**config.mk**
```make
export PLATFORM = sky130hd
export DESIGN_NAME = set_counter_nc
export DESIGN_NICKNAME = d
export VERILOG_FILES = /design/src/rtl/set_counter_nc.sv
export SDC_FILE = /design/constraint.sdc
export NUM_CORES = 1
export LEC_CHECK = 0
export ABC_AREA = 1
export BUFFER_PORTS_ARGS = -buffer_cell sky130_fd_sc_hd__buf_2
export CAP_MARGIN = 20
export CORE_UTILIZATION = 46
export DETAILED_ROUTE_END_ITERATION = 7
export PLACE_DENSITY = 0.64
export SLEW_MARGIN = 20
export SYNTH_ARGS = -nofsm -noshare
export SYNTH_HDL_FRONTEND = slang
export SYNTH_SLANG_ARGS = --single-unit
```
**constraint.sdc**
```tcl
create_clock -name clk -period 6.42 [get_ports clk]
set_input_delay 0.963 -clock clk [delete_from_list [all_inputs] [get_ports clk]]
set_output_delay 0.963 -clock clk [all_outputs]
set_load 0.005 [all_outputs]
```
**src/rtl/set_counter_nc.sv**
```systemverilog
// ---------------------------------------------------------------------------
// set_counter_nc
//
// Pipelined lattice point-set counter. After a start request the block scans
// every point (x,y) of a GRID x GRID lattice (coordinates 1..GRID), one point
// per clock. For each point it tests NCIRC circles in parallel and counts the
// points that satisfy the membership rule selected by 'mode'.
//
// Pipeline:
//   scan counter (x,y) -> stage 1 register (per-circle inside bits)
//                      -> stage 2 accumulate (candidate += hit)
//
// Ports:
//   clk       rising-edge clock
//   rst_n     asynchronous active-low reset
//   en        start request, sampled only in IDLE
//   central   NCIRC packed {X,Y} centres, circle 0 in the most significant field
//   radius    NCIRC packed radii, circle 0 in the most significant field
//   mode      membership rule (0: in circle 0, 1: in all, 2: odd count,
//             3: exactly k circles), latched at start
//   k         target count for mode 3, latched at start
//   busy      high from the start edge through the DONE cycle
//   valid     one-cycle pulse in DONE; candidate is final
//   candidate number of qualifying points, held until next start or reset
// ---------------------------------------------------------------------------
module set_counter_nc #(
    parameter int GRID  = 8,
    parameter int CW    = 4,
    parameter int NCIRC = 3,
    parameter int KW    = $clog2(NCIRC + 1),
    parameter int CNTW  = $clog2(GRID * GRID + 1)
) (
    input  logic                    clk,
    input  logic                    rst_n,
    input  logic                    en,
    input  logic [2*CW*NCIRC-1:0]   central,
    input  logic [CW*NCIRC-1:0]     radius,
    input  logic [1:0]              mode,
    input  logic [KW-1:0]           k,
    output logic                    busy,
    output logic                    valid,
    output logic [CNTW-1:0]         candidate
);

    typedef enum logic [1:0] {
        ST_IDLE  = 2'd0,
        ST_SCAN  = 2'd1,
        ST_DRAIN = 2'd2,
        ST_DONE  = 2'd3
    } state_t;

    localparam logic [CW-1:0] GRID_C = CW'(GRID);
    localparam logic [CW-1:0] ONE_C  = CW'(1);

    // -----------------------------------------------------------------------
    // Arithmetic helpers
    // -----------------------------------------------------------------------
    function automatic logic [CW-1:0] abs_diff(input logic [CW-1:0] a,
                                               input logic [CW-1:0] b);
        logic [CW-1:0] d;
        if (a >= b) begin
            d = a - b;
        end else begin
            d = b - a;
        end
        return d;
    endfunction

    // Full-width square: operand is widened first so no product bits are lost.
    function automatic logic [2*CW-1:0] square(input logic [CW-1:0] v);
        logic [2*CW-1:0] w;
        w = {{CW{1'b0}}, v};
        return w * w;
    endfunction

    function automatic logic [KW-1:0] popcount(input logic [NCIRC-1:0] bits);
        logic [KW-1:0] cnt;
        cnt = '0;
        for (int i = 0; i < NCIRC; i++) begin
            cnt = cnt + KW'(bits[i]);
        end
        return cnt;
    endfunction

    // -----------------------------------------------------------------------
    // State and datapath registers
    // -----------------------------------------------------------------------
    state_t                  state_r;
    state_t                  state_s;
    logic [2*CW*NCIRC-1:0]   central_r;
    logic [CW*NCIRC-1:0]     radius_r;
    logic [1:0]              mode_r;
    logic [KW-1:0]           k_r;
    logic [CW-1:0]           x_r;
    logic [CW-1:0]           y_r;
    logic [NCIRC-1:0]        s1_in_r;
    logic                    s1_vld_r;
    logic [CNTW-1:0]         candidate_r;

    logic                    start_s;
    logic                    last_point_s;
    logic [NCIRC-1:0]        in_s;
    logic [KW-1:0]           n_s;
    logic                    hit_s;

    assign start_s      = (state_r == ST_IDLE) && en;
    assign last_point_s = (x_r == GRID_C) && (y_r == GRID_C);

    // -----------------------------------------------------------------------
    // Stage 1 combinational: per-circle containment test for the current
    // scan point. Differences are taken as magnitudes so centres anywhere in
    // 0..2^CW-1 stay exact; d2 carries one extra bit for the sum.
    // -----------------------------------------------------------------------
    for (genvar i = 0; i < NCIRC; i++) begin : g_circ
        localparam int CB = 2 * CW * (NCIRC - i);
        localparam int RB = CW * (NCIRC - i);

        logic [CW-1:0]   cx_s;
        logic [CW-1:0]   cy_s;
        logic [CW-1:0]   rad_s;
        logic [CW-1:0]   dx_s;
        logic [CW-1:0]   dy_s;
        logic [2*CW:0]   d2_s;
        logic [2*CW-1:0] r2_s;

        assign cx_s  = central_r[CB-1 -: CW];
        assign cy_s  = central_r[CB-CW-1 -: CW];
        assign rad_s = radius_r[RB-1 -: CW];
        assign dx_s  = abs_diff(x_r, cx_s);
        assign dy_s  = abs_diff(y_r, cy_s);
        assign d2_s  = {1'b0, square(dx_s)} + {1'b0, square(dy_s)};
        assign r2_s  = square(rad_s);
        // Boundary counts as inside; radius 0 therefore covers the centre only.
        assign in_s[i] = (d2_s <= {1'b0, r2_s});
    end

    // Stage 2 combinational: reduce the inside bits to one hit per mode.
    always_comb begin
        n_s   = popcount(s1_in_r);
        hit_s = 1'b0;
        case (mode_r)
            2'd0:    hit_s = s1_in_r[0];
            2'd1:    hit_s = &s1_in_r;
            2'd2:    hit_s = n_s[0];
            2'd3:    hit_s = (n_s == k_r);
            default: hit_s = 1'b0;
        endcase
    end

    // Next-state logic for the run sequencer.
    always_comb begin
        state_s = state_r;
        case (state_r)
            ST_IDLE: begin
                if (en) begin
                    state_s = ST_SCAN;
                end else begin
                    state_s = ST_IDLE;
                end
            end
            ST_SCAN: begin
                if (last_point_s) begin
                    state_s = ST_DRAIN;
                end else begin
                    state_s = ST_SCAN;
                end
            end
            ST_DRAIN: state_s = ST_DONE;
            ST_DONE:  state_s = ST_IDLE;
            default:  state_s = ST_IDLE;
        endcase
    end

    // Sequencer state register.
    always_ff @(posedge clk or negedge rst_n) begin
        if (!rst_n) begin
            state_r <= ST_IDLE;
        end else begin
            state_r <= state_s;
        end
    end

    // Run configuration, captured once at the start edge.
    always_ff @(posedge clk or negedge rst_n) begin
        if (!rst_n) begin
            central_r <= '0;
            radius_r  <= '0;
            mode_r    <= 2'd0;
            k_r       <= '0;
        end else if (start_s) begin
            central_r <= central;
            radius_r  <= radius;
            mode_r    <= mode;
            k_r       <= k;
        end
    end

    // Scan coordinate counter: x is the fast axis, wrapping into y.
    always_ff @(posedge clk or negedge rst_n) begin
        if (!rst_n) begin
            x_r <= ONE_C;
            y_r <= ONE_C;
        end else if (start_s) begin
            x_r <= ONE_C;
            y_r <= ONE_C;
        end else if (state_r == ST_SCAN) begin
            if (x_r == GRID_C) begin
                x_r <= ONE_C;
                y_r <= y_r + ONE_C;
            end else begin
                x_r <= x_r + ONE_C;
            end
        end
    end

    // Stage 1 register: inside bits and their valid flag follow the scan.
    always_ff @(posedge clk or negedge rst_n) begin
        if (!rst_n) begin
            s1_in_r  <= '0;
            s1_vld_r <= 1'b0;
        end else begin
            s1_in_r  <= in_s;
            s1_vld_r <= (state_r == ST_SCAN);
        end
    end

    // Stage 2 accumulator. The last scan point is added on the edge that
    // enters DONE, so candidate is final while valid is high.
    always_ff @(posedge clk or negedge rst_n) begin
        if (!rst_n) begin
            candidate_r <= '0;
        end else if (start_s) begin
            candidate_r <= '0;
        end else if (s1_vld_r) begin
            candidate_r <= candidate_r + CNTW'(hit_s);
        end
    end

    assign busy      = (state_r != ST_IDLE);
    assign valid     = (state_r == ST_DONE);
    assign candidate = candidate_r;

endmodule
```
* Yosys cells after proc, flatten, opt, wreduce, memory -nomap -nowiden
Index checks and enable logic that the tools add are counted.
** Operators by class
- Magnitude comparators :: 9
- Add/subtract/negate cells :: 20
- Equality and inequality tests :: 9
- Mux-type cells :: 18
- Reductions and logical operators :: 10
- $mul :: 9
** Operators by type and width (number)
- 4-bit by 4-bit multiplier with 8-bit output :: 9
- 4-bit 2-to-1 mux :: 12
- 4-bit subtractor :: 12
- 8-bit by 8-bit adder with 9-bit output :: 3
- 9-bit by 8-bit <= comparator with 1-bit output :: 3
- 4-bit >= comparator :: 6
- 7-bit 2-to-1 mux :: 2
- 4-bit by 1-bit adder with 4-bit output, second input constant :: 2
- 2-bit == test, second input constant :: 4
- 4-bit == test, second input constant :: 2
- 2-bit case mux with 4 select lines :: 1
- 2-bit nonzero test :: 4
- 7-bit by 1-bit adder with 7-bit output :: 1
- 2-bit by 1-bit == test with 1-bit output, second input constant :: 2
- 2-bit zero test :: 2
- 1-bit case mux with 4 select lines :: 1
- 3-bit AND reduction :: 1
- 1-bit by 1-bit adder with 2-bit output :: 1
- 2-bit by 1-bit adder with 2-bit output :: 1
- 2-bit == test :: 1
- 1-bit logical AND :: 2
- 2-bit 2-to-1 mux :: 1
- 2-bit AND reduction :: 1
- 1-bit 2-to-1 mux :: 1
** Storage, ports and cells
- Logic and storage cells :: 85
- Output and inout port bits :: 9
- Flip-flop bits (word level) :: 61
- Bits of input ports :: 43

* Longest topological paths before layout
Gate-level depths: netlist of run 1.
- Depth in word-level cells :: 7
- Mapped depth :: 33
- Gate-level depth less buffers :: 33

* Worst setup path after synthesis of run 1
OpenSTA, ideal clock, no wires.
- Path type :: register to register
- Start :: register x_r[0]
- End :: register s1_in_r[0]
- Cell stages (with the launch flop) :: 32
- Path buffers :: 0
- Slack :: 0.959 ns
- Arrival time :: 5.384 ns
- Setup time :: 0.077 ns
- Data required time :: 6.343 ns
- Clock period less this slack :: 5.461 ns
- Cells stage by stage :: dfstp_2 > inv_1 > ha_1 > inv_1 > fa_1 > nand2_4 > inv_2 > nor2_2 > nand2_2 > a21oi_4 > inv_2 > nand2_1 > nand2_2 > nor2_2 > inv_1 > fa_1 > fa_1 > fa_1 > inv_1 > fa_1 > ha_1 > fa_1 > ha_1 > nand2_1 > inv_1 > nand3_1 > nand3_1 > nand2_1 > nand2_1 > nand2_1 > nand2_1 > a21oi_1
** On the way
- Word-level cells in the longest chain between the ends :: 5
- Elaborated cells between the ends (all ways) :: 7
- Those cells by class :: 3 x add/sub; 1 x mul; 2 x order compare; 1 x mux
** RTL lines
- start, declared :: line 94 : logic [CW-1:0] x_r;
- start signal, assigned :: line 211 : x_r <= x_r + ONE_C;
- 4-bit subtractor (tied with other cells) :: line 64 : d = b - a;
- 4-bit 2-to-1 mux * :: line 61 : if (a >= b) begin
- 4-bit by 4-bit multiplier with 8-bit output * :: line 73 : return w * w;
- 8-bit by 8-bit adder with 9-bit output * :: line 131 : assign d2_s = {1'b0, square(dx_s)} + {1'b0, square(dy_s)};
- 9-bit by 8-bit <= comparator with 1-bit output * :: line 134 : assign in_s[i] = (d2_s <= {1'b0, r2_s});
- named net in_s[0] :: line 102 : logic [NCIRC-1:0] in_s;
- end signal, assigned :: line 222 : s1_in_r <= in_s;
- end, declared :: line 96 : logic [NCIRC-1:0] s1_in_r;
Mark *: on every way through the listed nets, which the timed path passes. The rest lies on a longest branch.
A chain may end at the register's enable or synchronous reset.

* Worst setup path after layout of run 1
Same ends and word-level chain as after synthesis.

==> metrics.md, run 1 <==
| Metric | Value |
|---|---|
| EDFF count, synth | 0 |
| Post-synth design cell area | 7410 um2 |
| Relative slew slack | 0.376 |
| CP peak stage delay | 550 ps |
| Status | finished, violations left |
| Initial Util | 0.468 |
| Resized Gates After CTS | 0 |
| Post-route ant nets | 0 |
| DR WL/cell | 12.4 um |
| Via count | 5854 |
| Die span in y | 129 um |
| Num CTS Buffers | 9 |
| Port bufs | 51 |
| Endpoints failing setup | 0 |
| Layout cells sized above 1 | 0.0901 |
| Drt total wl | 15.2 mm |
| Worst Setup SP | x_r[0]$_DFFE_PN1P_ |
| Synthesis-stage register bit count | 61 |
| # clock sinks | 61 |
| Tcrit/Tclk final | 0.908 |
| Largest net degree at the start of global routing | 75 |
| Max-cap violation count | 0 |
| CP endpoint kind | flip-flop |
| Seq/Total Area, Yosys | 0.206 |
| Syn avg cell area | 7.73 um2 |
| Total Die Area | 16600 um2 |
| Failing checks | design-rule violations |
| # IOs | 52 |
| # rows | 46 |
| Post CTS Setup Buffer Count | 0 |
| Ant diodes | 0 |
| Hold Buf Count CTS | 0 |
| Layout Utilization | 0.514 |
| Initial antenna violation count | 0 |
| Final Hold Fails | 0 |
| Clock Pin Slew Worst Setup and Hold Paths | 60 ps |
| Slew Limit Fails | 0 |
| Core Region | 15800 um2 |
| Reg2reg end | s1_in_r[0]$_DFF_PN0_ |
| RSZ-0062 raised after global routing | no |
| Crit path kind | reg2reg |
| Crit path DAT | 6080 ps |
| Synth cell types | 35 |
| DR iter-0 viols | 262 |
| Final nets | 1226 |
| Vias in the first global route | 5660 |
| Global-route wire length before repair | 26.1 mm |
| Setup crit end | s1_in_r[0]$_DFF_PN0_ |
| Worst skew pair latency | 330 ps |
| Dominant synthesized flop cell | dfrtp_1 |
| CTS tree | done |
| HPWL Detailed | 12.2 mm |
| Die width | 129 um |
| FF-to-FF path depth | 31 |
| GP Congestion | 0.849 |
| Required @ worst endpoint | 6670 ps |
| Final Skew | 6.71 ps |
| Fmax | 172 MHz |
| Post-Syn Instances | 958 |
| Longest Clk Path Bufs | 2 |
| Setup crit start kind | flip-flop |
| Slowest CP cell | fa_1 |
| Fraction of registers with async set/reset | 1.00 |
| Drc violations | 1 |
| Number of buffer and inverter stages on the critical path | 7 |
| Congestion Overflow GR | 0 |
| R2R Setup Slk | 590 ps |
| Critical path's top delay family | adder cells |
| Sum of negative setup slack | 0 ps |
| H-tree depth | 3 |
| Drt via density | 4.77 |
| Hold Path Class | reg2reg |
| WP depth | 31 |
| CTS Root Buffer Type | clkbuf_16 |
| GRT Total Usage | 0.198 |
| Crit path max fanout | 7 |
| Worst R2R Start | x_r[0]$_DFFE_PN1P_ |
| Minimum clock period | 5830 ps |
| Synth warn | 0 |
| Worst-margin pin slew | 936 ps |
| Area growth from synthesis to layout | 9.80% |
| Post-synth net total | 1179 |
| First-pass DRT Iterations | 7 |
==> cells in the mapped netlist (2+ instances only) <==
library cell | n | share of area
a21o_1 | 4 | 0.0041
a21oi_1 | 37 | 0.025
a21oi_4 | 3 | 0.0066
a31oi_1 | 6 | 0.0051
buf_2 | 12 | 0.0081
clkbuf_1 | 3 | 0.0015
dfrtp_1 | 59 | 0.20
dfstp_2 | 2 | 0.0071
fa_1 | 46 | 0.12
ha_1 | 132 | 0.22
inv_1 | 215 | 0.11
inv_2 | 4 | 0.0020
nand2_1 | 208 | 0.11
nand2_2 | 3 | 0.0025
nand3_1 | 51 | 0.034
nand3_2 | 2 | 0.0027
nand4_1 | 11 | 0.0093
nor2_1 | 46 | 0.023
nor2_2 | 2 | 0.0017
nor3_1 | 4 | 0.0027
o2111ai_2 | 2 | 0.0041
o21ai_0 | 45 | 0.030
o21ai_1 | 5 | 0.0034
o21ai_2 | 2 | 0.0024
o21bai_1 | 5 | 0.0051
xnor2_1 | 15 | 0.018
xor2_1 | 26 | 0.031
==> sequential cells by signal, summed over array words and instances, names as in the netlist, named ones only <==
name       count
central_r     24
s1_in_r        3
mode_r         2
state_r        1
k_r            2
radius_r      12
candidate      7
s1_vld_r       1
y_r            4
x_r            4
==> cells by family (layout without fill, tap and decap cells) <==
kind of cell               Yosys count  after routing  synth area share
xor gates and xnor gates            41             41            0.0485
buffers and inverters              235            287             0.122
adders and majority gates          178            178             0.347
AOI/OAI and AO/OA                  113            113            0.0902
DFF                                 61             61             0.206
and+or+nand+nor                    330            330             0.185
==> worst min path at each step <==
| stage | from | endpoint | cells past startpoint |
|---|---|---|---|
| 4_1_cts | candidate[6]$_DFFE_PN0P_ | candidate[6]$_DFFE_PN0P_ | 1 |
| 2_1_floorplan | candidate[6]$_DFFE_PN0P_ | candidate[6]$_DFFE_PN0P_ | 1 |
| 5_1_grt | candidate[6]$_DFFE_PN0P_ | candidate[6]$_DFFE_PN0P_ | 1 |
| 3_5_place_dp | candidate[6]$_DFFE_PN0P_ | candidate[6]$_DFFE_PN0P_ | 1 |
| 3_3_place_gp | candidate[6]$_DFFE_PN0P_ | candidate[6]$_DFFE_PN0P_ | 1 |
| 6_report | candidate[6]$_DFFE_PN0P_ | candidate[6]$_DFFE_PN0P_ | 1 |
==> area by class of cell <==
type	instances	area, um2
fillers	1575	7700
multi-input cells	662	4970
flip-flops and latches	61	1530
inverters	219	823
well taps	216	270
repair buffers	52	263
clock buffers	9	225
clock inverters	7	48.8
==> per-layer routing <==
layer | up-vias | wire (um) | share of wire | GRT usage
met5 | - | 0 | 0 | 0
met4 | 0 | 189 | 0.012 | 0.0408
met3 | 13 | 560 | 0.037 | 0.0341
met2 | 105 | 6870 | 0.45 | 0.330
met1 | 2662 | 7530 | 0.50 | 0.270
li1 | 3074 | - | - | -
==> stage by stage <==
| stage | setup WS, ps | std cells | hold slack [ps] | instance area [um2] |
|---|---|---|---|---|
| 6_report | 593 | 1226 | 478 | 8130 |
| 5_1_grt | 176 | 1226 | 504 | 8130 |
| 4_1_cts | 586 | 1226 | 480 | 8130 |
| 3_5_place_dp | 602 | 1210 | 471 | 7860 |
| 3_3_place_gp | 710 | 1210 | 452 | 7860 |
| 2_1_floorplan | 959 | 958 | 457 | 7410 |
==> cells in the final DEF (no fill, tap or decap), types with 5 or more instances in the layout <==
cell type | Yosys | routed
a21oi_1 | 37 | 37
a31oi_1 | 6 | 6
buf_2 | 12 | 51
clkbuf_16 | 0 | 9
dfrtp_1 | 59 | 59
fa_1 | 46 | 46
ha_1 | 132 | 132
inv_1 | 215 | 214
nand2_1 | 208 | 208
nand3_1 | 51 | 51
nand4_1 | 11 | 11
nor2_1 | 46 | 46
o21ai_0 | 45 | 45
o21ai_1 | 5 | 5
o21bai_1 | 5 | 5
xnor2_1 | 15 | 15
xor2_1 | 26 | 26
Power of run 1 is left out: the tool's default activity adds up to more than one toggle a clock period on the data nets, which glitch-free logic cannot reach.
==> run 2: changes to the inputs <==
Settings changed: CELL_PAD_IN_SITES_DETAIL_PLACEMENT set to 0, CELL_PAD_IN_SITES_GLOBAL_PLACEMENT set to 1, PLACE_DENSITY 0.64 to 0.82.
==> metrics.md, run 2 (synthesized netlist as in run 1, its figures left out) <==
| Metric | Value |
|---|---|
| CTS tree | done |
| DR iter-0 viols | 245 |
| Initial antenna violation count | 0 |
| RSZ-0062 raised after global routing | no |
| Drt total wl | 15.3 mm |
| Final Skew | 10.6 ps |
| Via count | 5850 |
| Minimum clock period | 5760 ps |
| Clock Pin Slew Worst Setup and Hold Paths | 60 ps |
| Post-route ant nets | 0 |
| Most frequent cells in the layout | 214 x inv_1, 208 x nand2_1, 132 x ha_1 |
| Global-route wire length before repair | 26.3 mm |
| Max-cap violation count | 0 |
| CTS Root Buffer Type | clkbuf_16 |
| Leading cell type in the layout, fill and taps excluded | inv_1 |
| H-tree depth | 3 |
| Final Hold Fails | 0 |
| Required @ worst endpoint | 6680 ps |
| Die width | 129 um |
| DR WL/cell | 12.4 um |
| Post CTS Setup Buffer Count | 0 |
| Layout cells sized above 1 | 0.0910 |
| Relative slew slack | 0.440 |
| Max reg flops | 24 |
| Resized Gates After CTS | 0 |
| Crit path max fanout | 7 |
| CP peak stage delay | 550 ps |
| Final nets | 1227 |
| Worst-margin pin slew | 838 ps |
| Total Die Area | 16600 um2 |
| Ant diodes | 0 |
| Core Region | 15800 um2 |
| Initial Util | 0.468 |
| Endpoints failing setup | 0 |
| # clock sinks | 61 |
| Largest net degree at the start of global routing | 62 |
| Tcrit/Tclk final | 0.898 |
| Vias in the first global route | 5598 |
| Crit path DAT | 6030 ps |
| Status | finished clean |
| Worst skew pair latency | 330 ps |
| Slowest CP cell | fa_1 |
| Num CTS Buffers | 9 |
| Hold Path Class | reg2reg |
| Hold Buf Count CTS | 0 |
| Crit path kind | reg2reg |
| Biggest register | central_r |
| Sum of negative setup slack | 0 ps |
| GRT Total Usage | 0.202 |
| Die span in y | 129 um |
| CP endpoint kind | flip-flop |
| Setup crit start kind | flip-flop |
| Congestion Overflow GR | 0 |
| Longest Clk Path Bufs | 2 |
| # IOs | 52 |
| Area growth from synthesis to layout | 10.9% |
| Port bufs | 51 |
| # rows | 46 |
| First-pass DRT Iterations | 5 |
| Drc violations | 0 |
| HPWL Detailed | 12.4 mm |
| GP Congestion | 0.827 |
| Slew Limit Fails | 0 |
| Fmax | 173 MHz |
| Drt via density | 4.77 |
| R2R Setup Slk | 660 ps |
[run 2: cell count changes in the layout (fill, tap and decap cells not counted), sizes merged]
cell      change
inv           +1
bufinv        +3
clkinvlp      -1
clkinv        -3
buf           +1
[run 2: routing by layer]
layer	global-route usage	up-vias	part of all wire
met2	0.321	100	0.44
met5	0	-	0
li1	-	3081	-
met3	0.0308	7	0.030
met4	0.0381	0	0.0064
met1	0.293	2662	0.52
[run 2: worst paths after layout]
check,startpoint,to,depth (start not counted)
setup / recovery,x_r[0]$_DFFE_PN1P_,s1_in_r[0]$_DFF_PN0_,31
hold / removal,candidate[6]$_DFFE_PN0P_,candidate[6]$_DFFE_PN0P_,1
setup reg to reg,x_r[0]$_DFFE_PN1P_,s1_in_r[0]$_DFF_PN0_,31
hold reg to reg,candidate[6]$_DFFE_PN0P_,candidate[6]$_DFFE_PN0P_,1
max in group asynchronous,rst_n,central_r[11]$_DFFE_PN0P_,2
min in group asynchronous,rst_n,candidate[3]$_DFFE_PN0P_,2
[run 2: area by class of cell]
cell class / count / area [um2]
clock buffer: 9 / 225
clock inverter: 7 / 121
fill: 1537 / 7620
inverter: 219 / 822
multi-input combinational: 662 / 4970
sequential: 61 / 1530
tap: 216 / 270
timing repair buffer: 53 / 270
[run 2: stage by stage]
| step | instances | worst slack (ps) | hold WS [ps] | util | instance area (um2) |
|---|---|---|---|---|---|
| floorplan | 958 | 959 | 457 | - | 7410 |
| global placement | 1211 | 699 | 452 | 0.497 | 7860 |
| detailed placement | 1211 | 656 | 468 | 0.497 | 7860 |
| CTS | 1227 | 650 | 477 | 0.519 | 8210 |
| global route | 1227 | 265 | 515 | 0.519 | 8210 |
| finish | 1227 | 655 | 476 | 0.519 | 8210 |
[run 2: worst max-delay path: cells and delay by family, from the launching register on]
family	cells	cell delay [ps]
adders and majority gates	9	3620
and+or+nand+nor	13	930
buffers and inverters	7	500
DFF	1	400
AOI/OAI and AO/OA	2	250
Power of run 2 is left out for the same reason.
==> run 3: changes to the inputs <==
Settings changed: CTS_CLUSTER_SIZE set to 12, PLACE_DENSITY 0.82 to unset, PLACE_DENSITY_LB_ADDON set to 0.05.
==> metrics.md, run 3 (synthesized netlist as in run 1, its figures left out) <==
| Metric | Value |
|---|---|
| Die width | 129 um |
| CTS tree | done |
| Setup crit start kind | flip-flop |
| Post-Layout Cell Count | 1229 |
| # rows | 46 |
| Required @ worst endpoint | 6690 ps |
| CP endpoint kind | flip-flop |
| Final Hold Fails | 0 |
| RSZ-0062 raised after global routing | no |
| H-tree depth | 3 |
| Drc violations | 0 |
| Area growth from synthesis to layout | 10.1% |
| Biggest register | central_r |
| GRT Total Usage | 0.201 |
| DR WL/cell | 12.5 um |
| Most frequent cells in the layout | 214 x inv_1, 208 x nand2_1, 132 x ha_1 |
| Placed Instances | 1213 |
| Worst skew pair latency | 340 ps |
| Initial antenna violation count | 0 |
| Total Die Area | 16600 um2 |
| Die span in y | 129 um |
| Num CTS Buffers | 9 |
| Hold Buf Count CTS | 0 |
| Core Region | 15800 um2 |
| Slew Limit Fails | 0 |
| GP Congestion | 0.804 |
| Fmax | 173 MHz |
| Port bufs | 51 |
| Final Skew | 4.93 ps |
| Tcrit/Tclk final | 0.900 |
| Ant diodes | 0 |
| # IOs | 52 |
| Longest Clk Path Bufs | 2 |
| Via count | 5772 |
| R2R Setup Slk | 640 ps |
| Slowest CP cell | fa_1 |
| Post CTS Setup Buffer Count | 0 |
| HPWL Detailed | 12.5 mm |
| Sum of negative setup slack | 0 ps |
| Hold Path Class | reg2reg |
| Crit path DAT | 6040 ps |
| Max-cap violation count | 0 |
| Endpoints failing setup | 0 |
| Layout cells sized above 1 | 0.0928 |
| Clock Pin Slew Worst Setup and Hold Paths | 60 ps |
| Drt total wl | 15.4 mm |
| DR iter-0 viols | 232 |
| # clock sinks | 61 |
| Resized Gates After CTS | 0 |
| Status | finished clean |
| Leading cell type in the layout, fill and taps excluded | inv_1 |
| Max reg flops | 24 |
| Global-route wire length before repair | 26.3 mm |
| Largest net degree at the start of global routing | 74 |
| Vias in the first global route | 5543 |
| CP peak stage delay | 540 ps |
| Post-route ant nets | 0 |
| Crit path kind | reg2reg |
| Minimum clock period | 5780 ps |
| CTS Root Buffer Type | clkbuf_16 |
| Final setup margin | 643 ps |
| Congestion Overflow GR | 0 |
| Relative slew slack | 0.441 |
| First-pass DRT Iterations | 4 |
| Initial Util | 0.468 |
| Final nets | 1229 |
| Worst-margin pin slew | 838 ps |
| Drt via density | 4.70 |
| Crit path max fanout | 7 |
| Place WS | 633 ps |
## run 3: cell count changes in the layout (fill, tap and decap cells not counted)
cell / delta
bufinv_16: -3
buf_4: +2
clkinv_2: +2
clkinvlp_4: +1
## run 3: worst max-delay path: cells and delay by family, from the launching register on
kind | cells | cell delay, ps
adder cells (fa/ha/maj) | 9 | 3590
AND/OR/NAND/NOR | 13 | 940
buffers and inverters | 7 | 510
flip-flops | 1 | 410
AO/OA/AOI/OAI | 2 | 250
## run 3: routing by layer
metal,up-vias,track usage,part of all wire
li1,3090,-,-
met1,2594,0.286,0.52
met2,79,0.322,0.44
met3,9,0.0337,0.029
met4,0,0.0374,0.0079
met5,-,0,0
## run 3: final cells by class
class | count | area, um2
clock buffer | 9 | 225
clock inverter | 7 | 48.8
fill | 1613 | 7670
inverter | 219 | 822
multi-input combinational | 662 | 4970
sequential | 61 | 1530
tap | 216 | 270
timing repair buffer | 55 | 285
## run 3: through the flow
step	instance area (um2)	hold WS [ps]	utilization
2_1_floorplan	7410	457	-
3_3_place_gp	7880	446	0.498
3_5_place_dp	7880	460	0.498
4_1_cts	8150	469	0.515
5_1_grt	8150	493	0.515
6_report	8150	464	0.515
## run 3: path summary, 6_finish.rpt
check,startpoint,to,depth (start not counted)
setup / recovery,x_r[0]$_DFFE_PN1P_,s1_in_r[0]$_DFF_PN0_,31
hold / removal,candidate[6]$_DFFE_PN0P_,candidate[6]$_DFFE_PN0P_,1
setup reg to reg,x_r[0]$_DFFE_PN1P_,s1_in_r[0]$_DFF_PN0_,31
hold reg to reg,candidate[6]$_DFFE_PN0P_,candidate[6]$_DFFE_PN0P_,1
max in group asynchronous,rst_n,y_r[2]$_DFFE_PN0P_,2
min in group asynchronous,rst_n,candidate[5]$_DFFE_PN0P_,2
Power of run 3 is left out for the same reason.
